$ cat config.mk
export PLATFORM = sky130hd
export DESIGN_NAME = uvma_axis_prot_chkr
export DESIGN_NICKNAME = d
export VERILOG_FILES = /design/src/rtl/uvma_axis_prot_chkr_pkg.sv /design/src/rtl/uvma_axis_prot_chkr_stall_trk.sv /design/src/rtl/uvma_axis_prot_chkr.sv
export SDC_FILE = /design/constraint.sdc
export NUM_CORES = 1
export LEC_CHECK = 0
export CAP_MARGIN = 20
export CORE_UTILIZATION = 60
export CTS_BUF_LIST = sky130_fd_sc_hd__clkbuf_4
export DETAILED_ROUTE_END_ITERATION = 8
export DONT_BUFFER_PORTS = 1
export PLACE_DENSITY = 0.76
export SETUP_SLACK_MARGIN = 0.5
export SKIP_LAST_GASP = 1
export SLEW_MARGIN = 20
export SYNTH_ARGS = -nofsm -noshare
export SYNTH_HDL_FRONTEND = slang
export SYNTH_HIERARCHICAL = 1
export SYNTH_SLANG_ARGS = --single-unit
$ cat constraint.sdc
create_clock -name clk -period 2.89 [get_ports clk]
set_clock_uncertainty 0.05 [all_clocks]
set_input_delay 0.578 -clock clk [delete_from_list [all_inputs] [get_ports clk]]
set_output_delay 0.578 -clock clk [all_outputs]
set_load 0.01 [all_outputs]
$ cat src/rtl/uvma_axis_prot_chkr_pkg.sv
// Shared error indices, framing state and helpers for the AXI-Stream protocol checker.
package uvma_axis_prot_chkr_pkg;

    localparam int ERR_W = 6;

    localparam logic [2:0] ERR_VALID_DROP   = 3'd0;
    localparam logic [2:0] ERR_PAYLOAD_CHG  = 3'd1;
    localparam logic [2:0] ERR_TIMEOUT      = 3'd2;
    localparam logic [2:0] ERR_PKT_LONG     = 3'd3;
    localparam logic [2:0] ERR_ROUTE_CHG    = 3'd4;
    localparam logic [2:0] ERR_STRB_NO_KEEP = 3'd5;
    localparam logic [2:0] ERR_NONE         = 3'd7;

    typedef enum logic {IDLE, IN_PKT} pkt_state_e;

    // Lowest set bit wins; ERR_NONE when the vector is empty.
    function automatic logic [2:0] first_err_idx(input logic [ERR_W-1:0] v);
        first_err_idx = ERR_NONE;
        for (int i = ERR_W - 1; i >= 0; i--)
            if (v[i]) first_err_idx = 3'(i);
    endfunction

endpackage

$ cat src/rtl/uvma_axis_prot_chkr_stall_trk.sv
// Tracks stalled beats: payload hold check, valid-drop check and stall timeout.
module uvma_axis_prot_chkr_stall_trk #(
    parameter int PW             = 1,
    parameter int TIMEOUT_CYCLES = 1024
) (
    input  logic          clk,
    input  logic          reset_n,
    input  logic          tvalid,
    input  logic          tready,
    input  logic [PW-1:0] payload,
    output logic          valid_drop,
    output logic          payload_chg,
    output logic          timeout
);

    localparam int TW = (TIMEOUT_CYCLES > 0) ? $clog2(TIMEOUT_CYCLES + 2) : 1;

    logic          stall;
    logic          stall_q;
    logic [PW-1:0] cap_q;
    logic [TW-1:0] stall_cnt;

    assign stall = tvalid & ~tready;

    // Counter parks one past the limit so the timeout match is a single pulse per episode.
    always_ff @(posedge clk or negedge reset_n) begin
        if (!reset_n) begin
            stall_q   <= 1'b0;
            cap_q     <= '0;
            stall_cnt <= '0;
        end else begin
            stall_q <= stall;
            if (stall) cap_q <= payload;
            if (!stall)
                stall_cnt <= '0;
            else if (stall_cnt != TW'(TIMEOUT_CYCLES + 1))
                stall_cnt <= stall_cnt + 1'b1;
        end
    end

    assign valid_drop  = stall_q & ~tvalid;
    assign payload_chg = stall_q & tvalid & (payload != cap_q);
    assign timeout     = (TIMEOUT_CYCLES > 0) && (stall_cnt == TW'(TIMEOUT_CYCLES));

endmodule

$ cat src/rtl/uvma_axis_prot_chkr.sv
// Passive AXI4-Stream protocol checker: framing, routing and strobe rules plus error aggregation.
module uvma_axis_prot_chkr
    import uvma_axis_prot_chkr_pkg::*;
#(
    parameter int DATA_WIDTH     = 32,
    parameter int ID_WIDTH       = 4,
    parameter int DEST_WIDTH     = 4,
    parameter int USER_WIDTH     = 1,
    parameter int MAX_PKT_BEATS  = 256,
    parameter int TIMEOUT_CYCLES = 1024,
    parameter int CNT_WIDTH      = 32
) (
    input  logic                    clk,
    input  logic                    reset_n,
    input  logic                    clr_i,
    input  logic                    tvalid,
    input  logic                    tready,
    input  logic                    tlast,
    input  logic [DATA_WIDTH-1:0]   tdata,
    input  logic [DATA_WIDTH/8-1:0] tstrb,
    input  logic [DATA_WIDTH/8-1:0] tkeep,
    input  logic [ID_WIDTH-1:0]     tid,
    input  logic [DEST_WIDTH-1:0]   tdest,
    input  logic [USER_WIDTH-1:0]   tuser,
    output logic [ERR_W-1:0]        err_vec_o,
    output logic                    err_o,
    output logic [ERR_W-1:0]        err_sticky_o,
    output logic [2:0]              first_err_o,
    output logic [CNT_WIDTH-1:0]    beat_cnt_o,
    output logic [CNT_WIDTH-1:0]    pkt_cnt_o
);

    localparam int SW  = DATA_WIDTH / 8;
    localparam int PW  = DATA_WIDTH + 2 * SW + 1 + ID_WIDTH + DEST_WIDTH + USER_WIDTH;
    localparam int PBW = (MAX_PKT_BEATS > 0) ? $clog2(MAX_PKT_BEATS + 1) : 1;

    logic                  hs;
    logic                  valid_drop, payload_chg, timeout;
    logic                  pkt_long, route_chg, strb_no_keep;
    logic [ERR_W-1:0]      err_now;
    pkt_state_e            state;
    logic [PBW-1:0]        pkt_beats, beats_eff;
    logic [ID_WIDTH-1:0]   cap_id;
    logic [DEST_WIDTH-1:0] cap_dest;

    assign hs = tvalid & tready;

    uvma_axis_prot_chkr_stall_trk #(
        .PW             (PW),
        .TIMEOUT_CYCLES (TIMEOUT_CYCLES)
    ) u_stall_trk (
        .clk         (clk),
        .reset_n     (reset_n),
        .tvalid      (tvalid),
        .tready      (tready),
        .payload     ({tdata, tstrb, tkeep, tlast, tid, tdest, tuser}),
        .valid_drop  (valid_drop),
        .payload_chg (payload_chg),
        .timeout     (timeout)
    );

    // Beats already accepted in the current packet; zero while idle.
    assign beats_eff    = (state == IN_PKT) ? pkt_beats : '0;
    assign pkt_long     = (MAX_PKT_BEATS > 0) && hs && !tlast &&
                          (beats_eff == PBW'(MAX_PKT_BEATS - 1));
    assign route_chg    = hs && (state == IN_PKT) && ((tid != cap_id) || (tdest != cap_dest));
    assign strb_no_keep = hs && |(tstrb & ~tkeep);

    assign err_now = {strb_no_keep, route_chg, pkt_long, timeout, payload_chg, valid_drop};

    always_ff @(posedge clk or negedge reset_n) begin
        if (!reset_n) begin
            state     <= IDLE;
            pkt_beats <= '0;
            cap_id    <= '0;
            cap_dest  <= '0;
        end else if (hs) begin
            if (tlast) begin
                state <= IDLE;
            end else if (state == IDLE) begin
                state     <= IN_PKT;
                pkt_beats <= PBW'(1);
                cap_id    <= tid;
                cap_dest  <= tdest;
            end else if (pkt_beats != '1) begin
                pkt_beats <= pkt_beats + 1'b1;
            end
        end
    end

    // A clear coincident with a new error still records that error.
    always_ff @(posedge clk or negedge reset_n) begin
        if (!reset_n) begin
            err_vec_o    <= '0;
            err_sticky_o <= '0;
            first_err_o  <= ERR_NONE;
            beat_cnt_o   <= '0;
            pkt_cnt_o    <= '0;
        end else begin
            err_vec_o    <= err_now;
            err_sticky_o <= (clr_i ? '0 : err_sticky_o) | err_now;
            if (clr_i || first_err_o == ERR_NONE)
                first_err_o <= first_err_idx(err_now);
            if (clr_i)
                beat_cnt_o <= CNT_WIDTH'(hs);
            else if (hs && beat_cnt_o != '1)
                beat_cnt_o <= beat_cnt_o + 1'b1;
            if (clr_i)
                pkt_cnt_o <= CNT_WIDTH'(hs & tlast);
            else if (hs && tlast && pkt_cnt_o != '1)
                pkt_cnt_o <= pkt_cnt_o + 1'b1;
        end
    end

    assign err_o = |err_vec_o;

endmodule

==> results of run 1 <==
-- cells by family (layout without fill, tap and decap cells) --
logic type,Yosys count,count (layout),share of synthesized area (%)
buffers and inverters,53,67,2.94
XOR/XNOR,86,86,9.26
flip-flops,159,159,49.0
adder cells (fa/ha/maj),7,7,1.08
multiplexers,15,15,2.05
AND/OR/NAND/NOR,433,433,26.4
AO/OA/AOI/OAI,121,121,9.33
-- routing by layer --
metal  GRT usage [%]  share of wire [%]  routed length (um)  vias to the layer above
li1                -                  -                   -                     3051
met1            34.3                 40                7650                     3257
met2            47.1                 50                9590                      210
met3            8.01                7.1                1360                       38
met4            12.4                2.6                 490                        0
met5               0                  0                   0                        -
-- flip-flops by register name, summed over array words and instances, names as in the netlist --
register	count
u_stall_trk/cap_q	50
pkt_cnt_o	32
err_sticky_o	6
u_stall_trk/stall_q	1
cap_id	4
u_stall_trk/stall_cnt	11
first_err_o	3
cap_dest	4
err_vec_o	6
pkt_beats	9
state	1
beat_cnt_o	32
-- final timing paths --
path	startpoint	end	slack (ns)	cells after the start
max in group asynchronous	reset_n	pkt_cnt_o[2]	2.70	0
min in group clk	clr_i	beat_cnt_o[15]	0.03	1
worst max register to register	pkt_cnt_o[0]	pkt_cnt_o[7]	0.60	8
worst min-delay path	reset_n	pkt_cnt_o[28]	-0.36	0
worst min register to register	u_stall_trk/cap_q[28]	u_stall_trk/cap_q[28]	0.46	2
worst max-delay path	pkt_cnt_o[0]	pkt_cnt_o[7]	0.60	8
-- timing repair --
item / in CTS / in global routing
setup buffers: 1 / 3
hold endpoints to repair: 196 / 160
setup endpoints to repair: 16 / 22
hold buffers: 3 / 1
pin swaps: 1 / 5
gates resized for setup: 6 / 16
-- placed cells by master, fill, tap and decap left out, drive strengths merged, types with 4 or more instances in the layout --
| master | count |
|---|---|
| inv | 16 |
| nor2 | 50 |
| nor2b | 6 |
| nand4 | 24 |
| and3 | 13 |
| ha | 7 |
| or3 | 28 |
| o21ai | 32 |
| mux2 | 13 |
| or4 | 19 |
| a21oi | 46 |
| xor2 | 44 |
| and4 | 12 |
| xnor2 | 42 |
| nand3 | 29 |
| nor3 | 7 |
| a21o | 6 |
| nor4 | 23 |
| o211ai | 4 |
| and2 | 6 |
| clkinv | 6 |
| buf | 15 |
| nand2 | 205 |
| dfrtp | 156 |
| o31ai | 17 |
| clkbuf | 23 |
-- per-stage QoR --
| stage | total power, uW | utilization (%) | instances | hold slack (ns) | setup slack [ns] |
|---|---|---|---|---|---|
| 6_report | 4400 | 65.9 | 1064 | -0.362 | 0.600 |
| 3_5_place_dp | 3010 | 62.4 | 1024 | 0.236 | 0.362 |
| 4_1_cts | 4420 | 65.2 | 1060 | -0.392 | 0.500 |
| 5_1_grt | 4590 | 65.9 | 1064 | -0.402 | 0.498 |
| 3_3_place_gp | 2970 | 62.4 | 1024 | 0.236 | 0.350 |
| 2_1_floorplan | 2910 | - | 874 | 0.232 | 0.567 |
-- power by group through the flow --
stage                     logic [uW]  clock network, uW  registers [uW]
after floorplan                  356                  0            2550
after global placement           391                  0            2580
after detailed placement         417                  0            2590
after CTS                        445               1420            2550
after global routing             515               1510            2570
final                            460               1390            2550
-- layout make-up --
class                   count  area (sq um)  area share [%]
well taps                 176           220            2.52
repair buffers             18           168            1.92
clock buffers              23           173            1.98
inverters                  17          63.8           0.731
multi-input cells         662          4000            45.8
flip-flops and latches    159          3990            45.7
clock inverters             9           120            1.38
==> flow_metrics.py, run 1 <==
metrics = {
    "timing": {
        "totalNegativeSetupSlack_ns": 0,
        "slew_viol_final": 0,
        "fin_crit_ns": 2.29,
        "fin_hold_ws_ns": -0.362,
        "rsz0062_at_grt": "yes",
        "finalSetupViolCount": 0,
        "min_period_over_period_pct": 79.2,
        "max_freq_mhz": 437,
        "worst_pin_slew_ns": 0.851,
        "hold_viol_final": 157,
        "relSlewSlack_pct": 43.2,
    },
    "synthesis": {
        "yosysSeqAreaShare_pct": 49.0,
        "synth_area_leader_cell": "dfrtp_1",
        "synth_common_cells": "nand2_1, dfrtp_1, nor2_1",
        "synthFlopType": "dfrtp_1",
        "synth_nets": 936,
        "avgSynthCellArea_sq_um": 9.30,
        "syn_inst": 874,
        "postSynth.asyncResetShare_pct": 100,
        "yosys.area.top_type_share_pct": 48.0,
        "yosys_warnings": 6,
        "syn_area_sq_um": 8130,
        "post_synth_num_cell_types": 65,
        "synth_area_leaders": "dfrtp_1, nand2_1, xor2_1",
        "yosys_register_bits": 159,
        "yosysMostFrequentCell": "nand2_1",
        "synth-edff-count": 0,
    },
    "worst_setup_path": {
        "path_class": "reg2reg",
        "cp_common_cell": "buf_4",
        "required_ns": 3.34,
        "cp_max_fo": 15,
        "crit_chain": "ha_1 -> and3_1 -> nand2_1 -> nor4_4 -> buf_4 -> buf_4 -> or4_2 -> a21oi_1",
        "cp_slowest_cell": "or4_2",
        "cp.arrival_ns": 2.74,
        "start_kind": "flip-flop",
        "crit_path_end_kind": "flip-flop",
        "path_buf_inv": 2,
        "cp_top_family": "simple AND/OR/NAND/NOR gates",
        "slowest_delay_ns": 0.54,
    },
    "routing": {
        "viasPerCell": 6.16,
        "drt_iter0_drc": 510,
        "vias": 6556,
        "wl_um": 19100,
        "wire_per_inst_um": 17.9,
        "first_pass_iters": 5,
        "drc": 0,
        "ant_nets": 0,
    },
    "final_layout": {
        "nFillCells": 1109,
        "drive_gt1_share_pct": 11.4,
        "nNetsFinal": 937,
        "fin_area_sq_um": 8730,
        "area_delta_synth_final_pct": 7.39,
        "antenna_cells": 0,
    },
    "floorplan": {
        "die_h_um": 118,
        "core_sq_um": 13200,
        "dieArea_sq_um": 14000,
        "num_rows": 42,
        "pin_count": 135,
        "fp.dieW_um": 118,
        "start_util_pct": 61.4,
    },
    "place": {
        "place_congestion": 0.898,
        "dp_hpwl_um": 12800,
        "place_area_sq_um": 8260,
        "io_buffers": 0,
    },
    "power": {
        "p_seq_share_pct": 57.9,
        "switching_share_pct": 25.9,
        "p_comb_share_pct": 10.5,
        "switching_power_uw": 1140,
        "vdd.ir_drop.worst_uv": 312,
        "p_leak_uw": 0.00378,
        "pwr_density_cell_nw_per_um2": 504,
        "power.internal_uw": 3260,
        "clockPowerShare_pct": 31.6,
    },
    "grt": {
        "antenna_found_initial": 0,
        "overflow": 0,
        "grt_max_degree": 160,
        "grt_first_pass_wirelength_um": 31400,
        "grt_use_total_pct": 28.3,
        "grt_pass1_vias": 6519,
    },
    "clock_network": {
        "clk_latency_ns": 0.56,
        "ctsHtreeMaxLevel": 4,
        "tritoncts": "done",
        "cts.clk_slew.worst_paths_ns": 0.13,
        "clockBufferDepth": 2,
        "cts-root-buf": "clkbuf_4",
        "cts_sinks": 159,
        "cts_made_buffers": 17,
    },
    "outcome": {
        "outcome": "complete, but fails checks",
        "violations": "negative hold slack",
    },
    "worst_hold_path": {
        "hold_class": "in2async",
    },
    "flow_run": {
        "drv_cap": 0,
    },
}
Note: power is estimated with default switching activity, not from simulation.
==> run 2, diff against run 1 <==
==> constraint.sdc (replaced) <==
create_clock -name clk -period 2.4 [get_ports clk]
set_clock_uncertainty 0.05 [all_clocks]
set_input_delay 0.48 -clock clk [delete_from_list [all_inputs] [get_ports clk]]
set_output_delay 0.48 -clock clk [all_outputs]
set_load 0.01 [all_outputs]
==> flow_metrics.py, run 2 (synthesized netlist as in run 1, its figures left out) <==
metrics = {
    "outcome": {
        "outcome": "complete, but fails checks",
        "violations": "negative hold slack",
    },
    "grt": {
        "grt_first_pass_wirelength_um": 36900,
        "overflow": 0,
        "grt_max_degree": 160,
        "grt_use_total_pct": 33.5,
        "grt_pass1_vias": 7568,
        "antenna_found_initial": 0,
    },
    "floorplan": {
        "pin_count": 135,
        "core_sq_um": 13200,
        "dieArea_sq_um": 14000,
        "die_h_um": 118,
        "start_util_pct": 61.4,
        "num_rows": 42,
        "fp.dieW_um": 118,
    },
    "final_layout": {
        "nNetsFinal": 1077,
        "area_delta_synth_final_pct": 32.9,
        "antenna_cells": 0,
        "final-instance-count-excl-fill": 1204,
        "final_cell_mix": "nand2_1, dfrtp_1, buf_4, dlygate4sd3_1, nor2_1",
        "layout_commonest_cell": "nand2_1",
        "top_register": "u_stall_trk/cap_q",
        "drive_gt1_share_pct": 32.5,
        "nFillCells": 711,
        "top_regs": "u_stall_trk/cap_q (50), beat_cnt_o (32), pkt_cnt_o (32)",
        "largest_reg_flops": 50,
    },
    "clock_network": {
        "cts_hold_buf": 52,
        "tritoncts": "done",
        "ctsHtreeMaxLevel": 4,
        "cts.clk_slew.worst_paths_ns": 0.15,
        "cts_sinks": 159,
        "clk_latency_ns": 0.57,
        "cts-root-buf": "clkbuf_4",
        "clockBufferDepth": 2,
        "cts_made_buffers": 17,
    },
    "worst_setup_path": {
        "required_ns": 2.81,
        "ff2ff_path_depth": 7,
        "cp_top_family": "simple AND/OR/NAND/NOR gates",
        "slowest_delay_ns": 0.62,
        "timing.rr.end": "beat_cnt_o[5]",
        "path_buf_inv": 2,
        "cp_slowest_cell": "or4_4",
        "r2r_slack_ns": 0.15,
        "start_kind": "flip-flop",
        "rr_startpoint": "beat_cnt_o[18]",
        "cp.arrival_ns": 2.66,
        "cp_max_fo": 6,
        "crit_path_end_kind": "flip-flop",
        "crit_chain": "nand4_1 -> or4_4 -> o31ai_4 -> buf_4 -> buf_6 -> or4_1 -> a21oi_1",
        "path_class": "reg2reg",
    },
    "timing": {
        "min_period_over_period_pct": 93.7,
        "max_freq_mhz": 445,
        "setup_slack_ns": 0.152,
        "fin_hold_ws_ns": -0.474,
        "totalNegativeSetupSlack_ns": 0,
        "hold_viol_final": 159,
        "finalSetupViolCount": 0,
        "fin_crit_ns": 2.25,
        "worst_pin_slew_ns": 0.632,
        "slew_viol_final": 0,
        "rsz0062_at_grt": "yes",
        "relSlewSlack_pct": 57.9,
    },
    "place": {
        "io_buffers": 0,
        "pre_cts_slack_ns": 0.0197,
        "place_inst": 1040,
        "dp_hpwl_um": 12900,
        "place_congestion": 0.861,
    },
    "routing": {
        "wire_per_inst_um": 22.0,
        "drc": 0,
        "viasPerCell": 6.52,
        "drt_iter0_drc": 780,
        "wl_um": 26500,
        "first_pass_iters": 6,
        "ant_nets": 0,
        "vias": 7851,
    },
    "power": {
        "p_seq_share_pct": 55.9,
        "vdd.ir_drop.worst_uv": 394,
        "power.internal_uw": 3980,
        "pwr_density_cell_nw_per_um2": 511,
        "p_comb_share_pct": 12.8,
        "switching_share_pct": 28.0,
        "clockPowerShare_pct": 31.3,
        "switching_power_uw": 1550,
        "p_leak_uw": 0.00453,
    },
    "flow_run": {
        "drv_cap": 0,
    },
    "worst_hold_path": {
        "hold_class": "in2async",
    },
}
[run 2: cell types whose count changed in the layout (fill, tap and decap cells not counted), sizes merged]
| cell | delta |
|---|---|
| buf | +91 |
| dlygate4sd3 | +48 |
| clkbuf | -5 |
| clkinvlp | +3 |
| clkinv | +2 |
| a211o | +1 |
[run 2: worst max-delay path by stage]
stage	cells after the start	slack, ns	end	from
floorplan	7	0.28	pkt_cnt_o[31]	tlast
global placement	8	0.1	first_err_o[2]	tdata[19]
detailed placement	7	0.02	first_err_o[2]	tdata[31]
CTS	8	0.21	first_err_o[2]	u_stall_trk/cap_q[6]
global route	7	0.06	first_err_o[2]	u_stall_trk/cap_q[44]
finish	7	0.15	beat_cnt_o[5]	beat_cnt_o[18]
[run 2: cell type report]
cell class / instances / area (sq um) / share of cell area, %
multi-input cells: 663 / 4670 / 43.2
flip-flops and latches: 159 / 4040 / 37.4
repair buffers: 157 / 1500 / 13.9
well taps: 176 / 220 / 2.04
clock inverters: 14 / 169 / 1.56
clock buffers: 18 / 135 / 1.25
inverters: 17 / 66.3 / 0.614
[run 2: power by group through the flow]
stage | logic [uW] | registers (uW) | clock network, uW
finish | 707 | 3090 | 1730
global placement | 479 | 3110 | 0
CTS | 629 | 3080 | 1740
global route | 772 | 3110 | 1850
detailed placement | 509 | 3130 | 0
floorplan | 432 | 3080 | 0
[run 2: routing by layer]
metal,wire (um),track usage (%)
met5,0,0
met4,1180,14.8
met3,2320,9.56
met2,13700,58.5
met1,9280,38.0
[run 2: stage by stage]
step	instance area (sq um)	hold WS (ns)	total power, uW	utilization, %
global route	10800	-0.511	5730	81.6
floorplan	8250	0.134	3510	-
detailed placement	8470	0.139	3640	63.9
CTS	10200	-0.512	5450	76.9
finish	10800	-0.474	5520	81.6
global placement	8470	0.139	3590	63.9
[run 2: worst register-to-register path, cell delays in order (launching register included)]
cell	delay, ns
dfrtp_2	0.47
nand4_1	0.19
or4_4	0.62
o31ai_4	0.34
buf_4	0.17
buf_6	0.12
or4_1	0.12
a21oi_1	0.07
[run 2: timing repair]
| item | in CTS | in global routing |
|---|---|---|
| cloned | 4 | 0 |
| hold endpoints to repair | 275 | 159 |
| gates resized for setup | 136 | 96 |
| buffers inserted | 45 | 31 |
| pin swaps | 72 | 66 |
| setup endpoints to repair | 71 | 73 |
==> run 3, diff against run 2 <==
--- a/config.mk
+++ b/config.mk
@@ -10,10 +10,10 @@
 export CTS_BUF_LIST = sky130_fd_sc_hd__clkbuf_4
 export DETAILED_ROUTE_END_ITERATION = 8
 export DONT_BUFFER_PORTS = 1
+export GPL_ROUTABILITY_DRIVEN = 0
 export PLACE_DENSITY = 0.76
 export SETUP_SLACK_MARGIN = 0.5
 export SKIP_LAST_GASP = 1
-export SLEW_MARGIN = 20
 export SYNTH_ARGS = -nofsm -noshare
 export SYNTH_HDL_FRONTEND = slang
 export SYNTH_HIERARCHICAL = 1
==> results of run 3 <==
The final DEF is identical to that of run 2; final timing and power are the same.
